--- config.mk ---
export PLATFORM = sky130hd
export DESIGN_NAME = regfile_vector_stream_flat
export DESIGN_NICKNAME = d
export VERILOG_FILES = /design/src/rtl/vrf_pkg.sv /design/src/rtl/regfile_vector_stream_if.sv /design/src/rtl/vrf_stream_ctrl.sv /design/src/rtl/regfile_vector_stream.sv /design/src/flat_wrapper.sv
export SDC_FILE = /design/constraint.sdc
export NUM_CORES = 2
export LEC_CHECK = 0
export ABC_AREA = 1
export ABC_CLOCK_PERIOD_IN_PS = 43600
export BUFFER_PORTS_ARGS = -buffer_cell sky130_fd_sc_hd__buf_2
export CORE_MARGIN = 3
export CORE_UTILIZATION = 30
export CTS_BUF_LIST = sky130_fd_sc_hd__clkbuf_2 sky130_fd_sc_hd__clkbuf_4 sky130_fd_sc_hd__clkbuf_8
export DETAILED_ROUTE_END_ITERATION = 16
export HOLD_SLACK_MARGIN = 0.1
export PLACE_DENSITY = 0.43
export REMOVE_ABC_BUFFERS = 1
export SLEW_MARGIN = 15
export SYNTH_ARGS = -nofsm -noshare
export SYNTH_HDL_FRONTEND = slang
export SYNTH_SLANG_ARGS = --single-unit
--- constraint.sdc ---
create_clock -name clk -period 43.6 [get_ports clk]
set_input_delay 2.18 -clock clk [delete_from_list [all_inputs] [get_ports clk]]
set_output_delay 2.18 -clock clk [all_outputs]
set_load 0.02 [all_outputs]
--- src/rtl/vrf_pkg.sv ---
// Shared definitions for the vector register file slice.
//   LANE_W / LANES : default lane width and lane count
//   lane_t / vec_t : one lane / one packed vector at the default geometry
//   addr_t         : 4-bit register address, REG_PC (15) selects the r15 input
//   ld_state_t     : lane-serial load engine states
//   reg_onehot()   : scoreboard bit for a register address (0 for REG_PC)
package vrf_pkg;

  localparam int LANE_W   = 18;
  localparam int LANES    = 3;
  localparam int NUM_REGS = 15;

  typedef logic [LANE_W-1:0]             lane_t;
  typedef logic [LANES-1:0][LANE_W-1:0]  vec_t;
  typedef logic [3:0]                    addr_t;

  localparam addr_t REG_PC = 4'd15;

  typedef enum logic [1:0] {IDLE, LOAD, DONE} ld_state_t;

  function automatic logic [NUM_REGS-1:0] reg_onehot(input addr_t a);
    reg_onehot = '0;
    if (a != REG_PC) reg_onehot[a] = 1'b1;
  endfunction

endpackage

--- src/rtl/regfile_vector_stream_if.sv ---
// Bus bundle for the vector register file.
//   Port-3 write : WriteEnable, WriteAddr, WriteMask, WriteData
//   Reads        : ra1/ra2 -> rd1/rd2, r15 supplies the PC+8 value
//   Load stream  : ld_start, ld_addr, s_valid, s_data -> s_ready, ld_busy,
//                  ld_done, busy
// master = the pipeline driving the register file, slave = the register file.
interface regfile_vector_stream_if #(
  parameter int N = 18,
  parameter int V = 3
) ();

  logic             WriteEnable;
  logic [3:0]       WriteAddr;
  logic [V-1:0]     WriteMask;
  logic [V*N-1:0]   WriteData;
  logic [3:0]       ra1;
  logic [3:0]       ra2;
  logic [N-1:0]     r15;
  logic [V*N-1:0]   rd1;
  logic [V*N-1:0]   rd2;
  logic             ld_start;
  logic [3:0]       ld_addr;
  logic             s_valid;
  logic [N-1:0]     s_data;
  logic             s_ready;
  logic             ld_busy;
  logic             ld_done;
  logic [14:0]      busy;

  modport master (
    output WriteEnable, WriteAddr, WriteMask, WriteData,
    output ra1, ra2, r15,
    input  rd1, rd2,
    output ld_start, ld_addr, s_valid, s_data,
    input  s_ready, ld_busy, ld_done, busy
  );

  modport slave (
    input  WriteEnable, WriteAddr, WriteMask, WriteData,
    input  ra1, ra2, r15,
    output rd1, rd2,
    input  ld_start, ld_addr, s_valid, s_data,
    output s_ready, ld_busy, ld_done, busy
  );

endinterface

--- src/rtl/vrf_stream_ctrl.sv ---
// Lane-serial load engine: accepts one stream beat per lane for a latched
// target register, then pulses ld_done for one cycle.
//   clk, reset          : clock, async active-high reset
//   ld_start, ld_addr   : start request and destination register
//   s_valid / s_ready   : stream handshake (s_ready high only in LOAD)
//   ld_busy, ld_done    : load in progress / one-cycle completion pulse
//   busy                : one-hot of the target during LOAD and DONE
//   lane_we, lane_idx,
//   lane_reg            : lane write command to the storage array
module vrf_stream_ctrl
  import vrf_pkg::*;
#(
  parameter  int V  = LANES,
  localparam int CW = (V > 1) ? $clog2(V) : 1
) (
  input  logic                 clk,
  input  logic                 reset,
  input  logic                 ld_start,
  input  addr_t                ld_addr,
  input  logic                 s_valid,
  output logic                 s_ready,
  output logic                 ld_busy,
  output logic                 ld_done,
  output logic [NUM_REGS-1:0]  busy,
  output logic                 lane_we,
  output logic [CW-1:0]        lane_idx,
  output addr_t                lane_reg
);

  ld_state_t      state;
  logic [CW-1:0]  cnt;
  addr_t          target;

  // Outputs are registered alongside the state so they change only on edges
  // (and on reset), never as a glitchy decode of the state vector.
  // NOTE: all state here uses <= so every register samples pre-edge values;
  // a blocking assignment would let later statements see the new state.
  always_ff @(posedge clk or posedge reset) begin
    if (reset) begin
      state   <= IDLE;
      cnt     <= '0;
      target  <= '0;
      s_ready <= 1'b0;
      ld_busy <= 1'b0;
      ld_done <= 1'b0;
      busy    <= '0;
    end else begin
      ld_done <= 1'b0;
      unique case (state)
        IDLE: begin
          // A start aimed at the PC alias has no storage behind it.
          if (ld_start && ld_addr != REG_PC) begin
            state   <= LOAD;
            target  <= ld_addr;
            cnt     <= '0;
            busy    <= reg_onehot(ld_addr);
            s_ready <= 1'b1;
            ld_busy <= 1'b1;
          end
        end
        LOAD: begin
          if (s_valid) begin
            if (cnt == CW'(V - 1)) begin
              state   <= DONE;
              cnt     <= '0;
              s_ready <= 1'b0;
              ld_busy <= 1'b0;
              ld_done <= 1'b1;
            end else begin
              cnt <= cnt + CW'(1);
            end
          end
        end
        DONE: begin
          state <= IDLE;
          busy  <= '0;
        end
        default: state <= IDLE;
      endcase
    end
  end

  // s_ready is high exactly in LOAD, so it doubles as the state qualifier.
  assign lane_we  = s_ready && s_valid;
  assign lane_idx = cnt;
  assign lane_reg = target;

endmodule

--- src/rtl/regfile_vector_stream.sv ---
// Vector register file: 15 registers of V lanes x N bits, two combinational
// read ports, one lane-masked write port and a lane-serial stream loader.
// Address 15 reads r15 broadcast to every lane and is never written.
//   clk, reset : clock, async active-high reset (clears all registers)
//   bus        : regfile_vector_stream_if slave (write, read, load stream)
module regfile_vector_stream
  import vrf_pkg::*;
#(
  parameter int N = LANE_W,
  parameter int V = LANES
) (
  input  logic                     clk,
  input  logic                     reset,
  regfile_vector_stream_if.slave   bus
);

  localparam int CW = (V > 1) ? $clog2(V) : 1;

  logic [V-1:0][N-1:0]  regs [NUM_REGS];
  logic [V-1:0][N-1:0]  wdata;

  logic                 lane_we;
  logic [CW-1:0]        lane_idx;
  addr_t                lane_reg;

  assign wdata = bus.WriteData;

  vrf_stream_ctrl #(.V(V)) u_ctrl (
    .clk      (clk),
    .reset    (reset),
    .ld_start (bus.ld_start),
    .ld_addr  (bus.ld_addr),
    .s_valid  (bus.s_valid),
    .s_ready  (bus.s_ready),
    .ld_busy  (bus.ld_busy),
    .ld_done  (bus.ld_done),
    .busy     (bus.busy),
    .lane_we  (lane_we),
    .lane_idx (lane_idx),
    .lane_reg (lane_reg)
  );

  // NOTE: the array is reset on purpose: an aborted load must not leave
  // partial lanes behind, which keeps it out of RAM macros by design.
  always_ff @(posedge clk or posedge reset) begin
    if (reset) begin
      for (int r = 0; r < NUM_REGS; r++) regs[r] <= '0;
    end else begin
      if (bus.WriteEnable && bus.WriteAddr != REG_PC) begin
        for (int i = 0; i < V; i++) begin
          if (bus.WriteMask[i]) regs[bus.WriteAddr][i] <= wdata[i];
        end
      end
      // Placed after the port-3 write: on a same-lane collision the last
      // scheduled update takes effect, so the stream beat wins.
      if (lane_we) regs[lane_reg][lane_idx] <= bus.s_data;
    end
  end

  // Reads see pre-edge contents; there is no write-to-read bypass.
  assign bus.rd1 = (bus.ra1 == REG_PC) ? {V{bus.r15}} : regs[bus.ra1];
  assign bus.rd2 = (bus.ra2 == REG_PC) ? {V{bus.r15}} : regs[bus.ra2];

endmodule

--- src/flat_wrapper.sv ---
// flat-port wrapper written by rule: the top's interface ports become plain ports
module regfile_vector_stream_flat import vrf_pkg::*;
#(
  parameter int N = LANE_W,
  parameter int V = LANES
)
  (clk, reset, bus_WriteEnable, bus_WriteAddr, bus_WriteMask, bus_WriteData, bus_ra1, bus_ra2, bus_r15, bus_rd1, bus_rd2, bus_ld_start, bus_ld_addr, bus_s_valid, bus_s_data, bus_s_ready, bus_ld_busy, bus_ld_done, bus_busy);
  regfile_vector_stream_if #(.N(N), .V(V)) bus_i ();
  input  logic clk;
  input  logic reset;
  input wire logic [$bits(bus_i.WriteEnable)-1:0] bus_WriteEnable;
  input wire logic [$bits(bus_i.WriteAddr)-1:0] bus_WriteAddr;
  input wire logic [$bits(bus_i.WriteMask)-1:0] bus_WriteMask;
  input wire logic [$bits(bus_i.WriteData)-1:0] bus_WriteData;
  input wire logic [$bits(bus_i.ra1)-1:0] bus_ra1;
  input wire logic [$bits(bus_i.ra2)-1:0] bus_ra2;
  input wire logic [$bits(bus_i.r15)-1:0] bus_r15;
  output wire logic [$bits(bus_i.rd1)-1:0] bus_rd1;
  output wire logic [$bits(bus_i.rd2)-1:0] bus_rd2;
  input wire logic [$bits(bus_i.ld_start)-1:0] bus_ld_start;
  input wire logic [$bits(bus_i.ld_addr)-1:0] bus_ld_addr;
  input wire logic [$bits(bus_i.s_valid)-1:0] bus_s_valid;
  input wire logic [$bits(bus_i.s_data)-1:0] bus_s_data;
  output wire logic [$bits(bus_i.s_ready)-1:0] bus_s_ready;
  output wire logic [$bits(bus_i.ld_busy)-1:0] bus_ld_busy;
  output wire logic [$bits(bus_i.ld_done)-1:0] bus_ld_done;
  output wire logic [$bits(bus_i.busy)-1:0] bus_busy;
  assign bus_i.WriteEnable = bus_WriteEnable;
  assign bus_i.WriteAddr = bus_WriteAddr;
  assign bus_i.WriteMask = bus_WriteMask;
  assign bus_i.WriteData = bus_WriteData;
  assign bus_i.ra1 = bus_ra1;
  assign bus_i.ra2 = bus_ra2;
  assign bus_i.r15 = bus_r15;
  assign bus_rd1 = bus_i.rd1;
  assign bus_rd2 = bus_i.rd2;
  assign bus_i.ld_start = bus_ld_start;
  assign bus_i.ld_addr = bus_ld_addr;
  assign bus_i.s_valid = bus_s_valid;
  assign bus_i.s_data = bus_s_data;
  assign bus_s_ready = bus_i.s_ready;
  assign bus_ld_busy = bus_i.ld_busy;
  assign bus_ld_done = bus_i.ld_done;
  assign bus_busy = bus_i.busy;
  regfile_vector_stream #(.N(N), .V(V)) u_core (.clk(clk), .reset(reset), .bus(bus_i));
endmodule
* After elaboration in Yosys (flattened, before gate mapping)
Index checks and enable logic that the tools add are counted.
** Cells by class
- Magnitude comparators :: 10
- $add $sub $neg :: 1
- Reductions and logical operators :: 15
- Equal/unequal tests :: 10
- Mux-type cells :: 49
- Bitwise operators :: 4
** Operator list (number)
- 810-bit two-way mux :: 7
- 810-bit bitwise mux :: 4
- 54-bit demux with 4-bit select :: 4
- 54-bit binary-select mux with 4-bit select :: 2
- 54-bit two-way mux :: 8
- 18-bit demux with 2-bit select :: 1
- 18-bit two-way mux :: 2
- 36-bit two-way mux :: 1
- 15-bit two-way mux :: 2
- 15-bit case mux with 2 select lines :: 1
- 5-bit >= comparator (second input constant) :: 4
- 4-bit NOT with 5-bit output :: 4
- 2-bit two-way mux :: 6
- 5-bit by 1-bit < comparator with 1-bit output (second input constant) :: 2
- 4-bit == test (second input constant) :: 2
- 4-bit inequality test (second input constant) :: 2
- 2-bit case mux with 2 select lines :: 2
- 1-bit logical AND :: 7
- 1-bit two-way mux :: 7
- 2-bit inequality test (second input constant) :: 3
- 3-bit AND reduction :: 2
- 4-bit by 5-bit < comparator with 1-bit output (second input constant) :: 1
- 1-bit demux with 4-bit select :: 1
- 2-bit == test (second input constant) :: 2
- 10 further kinds :: 12
** Storage, ports and cells
- Register bits :: 835
- Bits of input ports :: 114

* Depth between registers and ports, before layout
- Depth after elaboration :: 16
- Mapped depth :: 11
- Mapped depth without buffers :: 10

* Hierarchy
From an unflattened synthesis, not the netlist that was laid out.
** Unflattened totals
- Cell total of the unflattened synthesis :: 9787
- Area total of the unflattened synthesis :: 58758.9 µm²
** By module, submodules not included
- regfile_vector_stream :: times used 1, area an instance 57526.4 µm², cells an instance 9654, seq. area each 20269.4 µm²
- vrf_stream_ctrl :: times used 1, area an instance 1232.4 µm², cells an instance 133, seq. area each 625.6 µm²

* Worst setup path before layout
OpenSTA, ideal clock, no wires.
- Path type :: input to output
- Start :: input bus_ra1[0]
- End :: output bus_rd1[27]
- Buffers on the path :: 3
- Data arrival time :: 3.464 ns
- Slack :: 37.956 ns
- Cell stages on the path :: 9
- Path through :: buf_2 nand2_1 inv_2 clkbuf_1 clkbuf_1 nand2_1 nand4_1 nand3_1 nand3_1
** On the way
- Word-level cells in the longest chain between the ends :: 5
- Elaborated cells between the ends (all ways) :: 6
** RTL lines
- start: declaration :: line flat_wrapper.sv:15 : input wire logic [$bits(bus_i.ra1)-1:0] bus_ra1;
- 4-bit NOT with 5-bit output (implied by the code) :: line regfile_vector_stream.sv:61 : assign bus.rd1 = (bus.ra1 == REG_PC) ? {V{bus.r15}} : regs[bus.ra1];
- 54-bit binary-select mux with 4-bit select :: line regfile_vector_stream.sv:61
- 54-bit two-way mux (implied by the code) (2 in series) :: line regfile_vector_stream.sv:61
- 54-bit two-way mux * :: line regfile_vector_stream.sv:61
- end: declaration :: line flat_wrapper.sv:18 : output wire logic [$bits(bus_i.rd1)-1:0] bus_rd1;
Every way passes the cells marked *; elsewhere a longest branch is shown, timed or not. The select of a mux whose other input is x is not followed.

* Worst setup path after layout
- Start :: input bus_ra1[0]
- End :: output bus_rd1[53]
The elaborated chain is that of the path after synthesis.

==> qor.txt <==
WP depth -> 10
R2R Path Start -> u_core.u_ctrl.lane_reg[2]$_DFFE_PP0P_
DRT iter0 DRCs -> 10,690
Leak -> 37.57 nW
vias in the first global route -> 65,820
worst slew pin tran -> 1.384 ns
crit path launch type -> input pin
RD Place Congestion -> 0.9966
mean post-synth cell area -> 5.823 um2
CTS clock-pin slew for the worst setup and hold paths -> 0.06 ns
Hold WC Path Type -> flip-flop to flip-flop
placed cell count -> 12,880
Wirelength per Cell -> 29.76 um
crit-path leading delay family -> buffers and inverters
Comb pwr share -> 42.2%
antenna-violating nets left -> 0
I/O Buffers -> 239
post-synthesis sequential area ratio -> 34.18%
final WL -> 393,300 um
clock share of power -> 23.3%
Tmin final -> 8.509 ns
pwr/cell area -> 60.25 nW/um2
CP Launch Point -> bus_ra1[0]
reg2reg end -> u_core.regs[767]$_DFF_PP0_
Crit Path Class -> input pin to primary output
chip width -> 457.4 um
initial antenna violation count -> 26
Clock Sinks -> 835
CP endpoint kind -> primary output
CTS resizes -> 0
status -> complete, no violations
Post-DP Area -> 64,500 um2
Psw -> 1.952 mW
clock tree buffer depth -> 3
Fin Clk Skew -> 0.04215 ns
fin crit share -> 19.52%
Core Util, Final -> 33.78%
maxcap violations -> 0
Pint -> 2.166 mW
global-route wire length before repair -> 542,300 um
delay of the slowest critical-path stage -> 0.93 ns
largest net degree at the start of global routing -> 137
HPWL Detailed -> 261,800 um
Synth Register Bits -> 835
# H-tree levels -> 4
Non-Filler Instances -> 13,210
CTS tree -> done
setup_tns -> 0 ns
final instance area -> 68,350 um2
Mapped Area -> 61,120 um2
commonest non-fill, non-tap cell in the layout -> nand2_1
Final Power -> 4.118 mW
CP max-delay cell -> buf_4
synth warn -> 0
final count of negative-setup-slack endpoints -> 0
cts hold-fix bufs -> 0
clk_lat worst skew -> 0.99 ns
commonest non-fill, non-tap cells in the layout -> nand2_1, nand3_1, inv_1
drt first pass iters -> 9
worst-path maximum fanout -> 69
min-delay src -> u_core.u_ctrl.busy[0]$_DFFE_PP0P_
Synth Instances -> 10,500
RSZ-0062 raised after global routing -> false
die footprint -> 209,200 um2
fill count -> 22,650
postcts setup bufs -> 0
Die Span Y -> 457.4 um
initial core utilization -> 30.21%
area delta synth->final -> 11.82%
clock root buffer -> clkbuf_8
NumNets Final -> 10,500
area of the multi-input gates -> 32,230 um2
vias per cell -> 5.510
share of layout cells above drive strength 1 -> 8.074%
VDD IR-drop max -> 0.04079 mV
worst rel slew slack -> 7.712%
Top Ports -> 240
Synth cell types -> 22
Reg area -> 20,900 um2
Max Clock Freq -> 117.5 MHz
R2R setup slack -> 39.56 ns
sum of buffers and inverters on the critical path -> 5
CP arrival -> 6.33 ns
crit path cell chain -> buf_8, nand2_1, inv_6, buf_4, buf_4, nand2_1, nand4_1, nand3_1, nand3_1, buf_2
Final Hold Vio Count -> 0
row count -> 165
CTS buffer count -> 179
via count -> 72,800
Sw Share -> 47.40%
Final Max Slew Viols -> 0
crit path to -> bus_rd1[53]
Core ar. -> 202,300 um2
gr ovfl total -> 0
worst path required time -> 41.42 ns
number of cells on the worst reg-to-reg path -> 10
DRC -> 0
GRT Total Usage -> 36.32%
max FFs per register -> 810
Flop pwr share -> 34.4%
kinds of logic after synthesis:
kind of cell	synth area share, %
AO/OA/AOI/OAI	2.155
buffers and inverters	13.50
flip-flops	34.18
AND/OR/NAND/NOR	50.16
how the worst min path moves through the flow:
stage | to | slack, ns | cells past startpoint
after floorplan | u_core.u_ctrl.lane_reg[2]$_DFFE_PP0P_ | 0.52 | 2
after global placement | u_core.u_ctrl.busy[9]$_DFFE_PP0P_ | 0.49 | 2
after detailed placement | u_core.u_ctrl.busy[0]$_DFFE_PP0P_ | 0.50 | 2
after CTS | u_core.u_ctrl.busy[0]$_DFFE_PP0P_ | 0.52 | 2
after global routing | u_core.u_ctrl.busy[4]$_DFFE_PP0P_ | 0.54 | 2
final | u_core.u_ctrl.busy[0]$_DFFE_PP0P_ | 0.52 | 2
worst min-delay path, delay by kind of cell (launching register included):
kind / cells / cell delay (ns)
flops: 1 / 0.34
simple gates: 1 / 0.07
compound gates: 1 / 0.07
through the flow:
step	setup slack (ns)	hold WS, ns
after floorplan	17.96	0.5173
after global placement	35.39	0.4944
after detailed placement	35.34	0.4990
after CTS	35.35	0.5182
after global routing	35.18	0.5436
final	35.09	0.5180
cells in the mapped netlist:
master	number	area, um2
nand3_2	9	90.09
inv_2	18	67.56
clkbuf_1	464	1742
o211ai_1	1	7.510
nor3_1	1	5.000
nor2_2	48	300.3
nand2_2	13	81.33
buf_2	126	630.6
clkbuf_2	1	5.000
or2_2	1	6.260
nand2_1	4243	15930
nor2_1	901	3382
o21ai_0	233	1166
dfrtp_1	835	20900
inv_1	1427	5356
buf_4	4	30.03
o21ai_1	27	135.1
o21ai_2	1	8.760
buf_1	98	367.9
nand4_1	555	3472
clkinv_1	14	52.55
nand3_1	1478	7397
metal layers:
layer	part of all wire, %	track usage (%)	vias up	wire, um
met5	0.011	0	-	44
met4	6.9	21.93	8	27010
met3	12	11.78	773	48330
met2	38	47.75	4690	150400
met1	43	50.78	35030	167500
li1	-	-	32300	-
final cells by class:
class	instances	share of cell area, %
Clock buffer	295	5.272
Tap cell	2672	4.891
Inverter	1459	8.082
Clock inverter	26	0.3149
Sequential cell	835	30.57
Multi-Input combinational cell	7511	47.15
Antenna cell	14	0.05126
Timing Repair Buffer	401	3.669
power groups by stage:
stage | logic, mW | clock network [mW] | registers (mW)
2_1_floorplan | 1.07 | 0 | 1.32
3_3_place_gp | 1.67 | 0 | 1.41
3_5_place_dp | 1.68 | 0 | 1.41
4_1_cts | 1.69 | 0.972 | 1.40
5_1_grt | 1.93 | 1.00 | 1.45
6_report | 1.74 | 0.961 | 1.42
No activity file was read; power rests on OpenSTA's default activity.
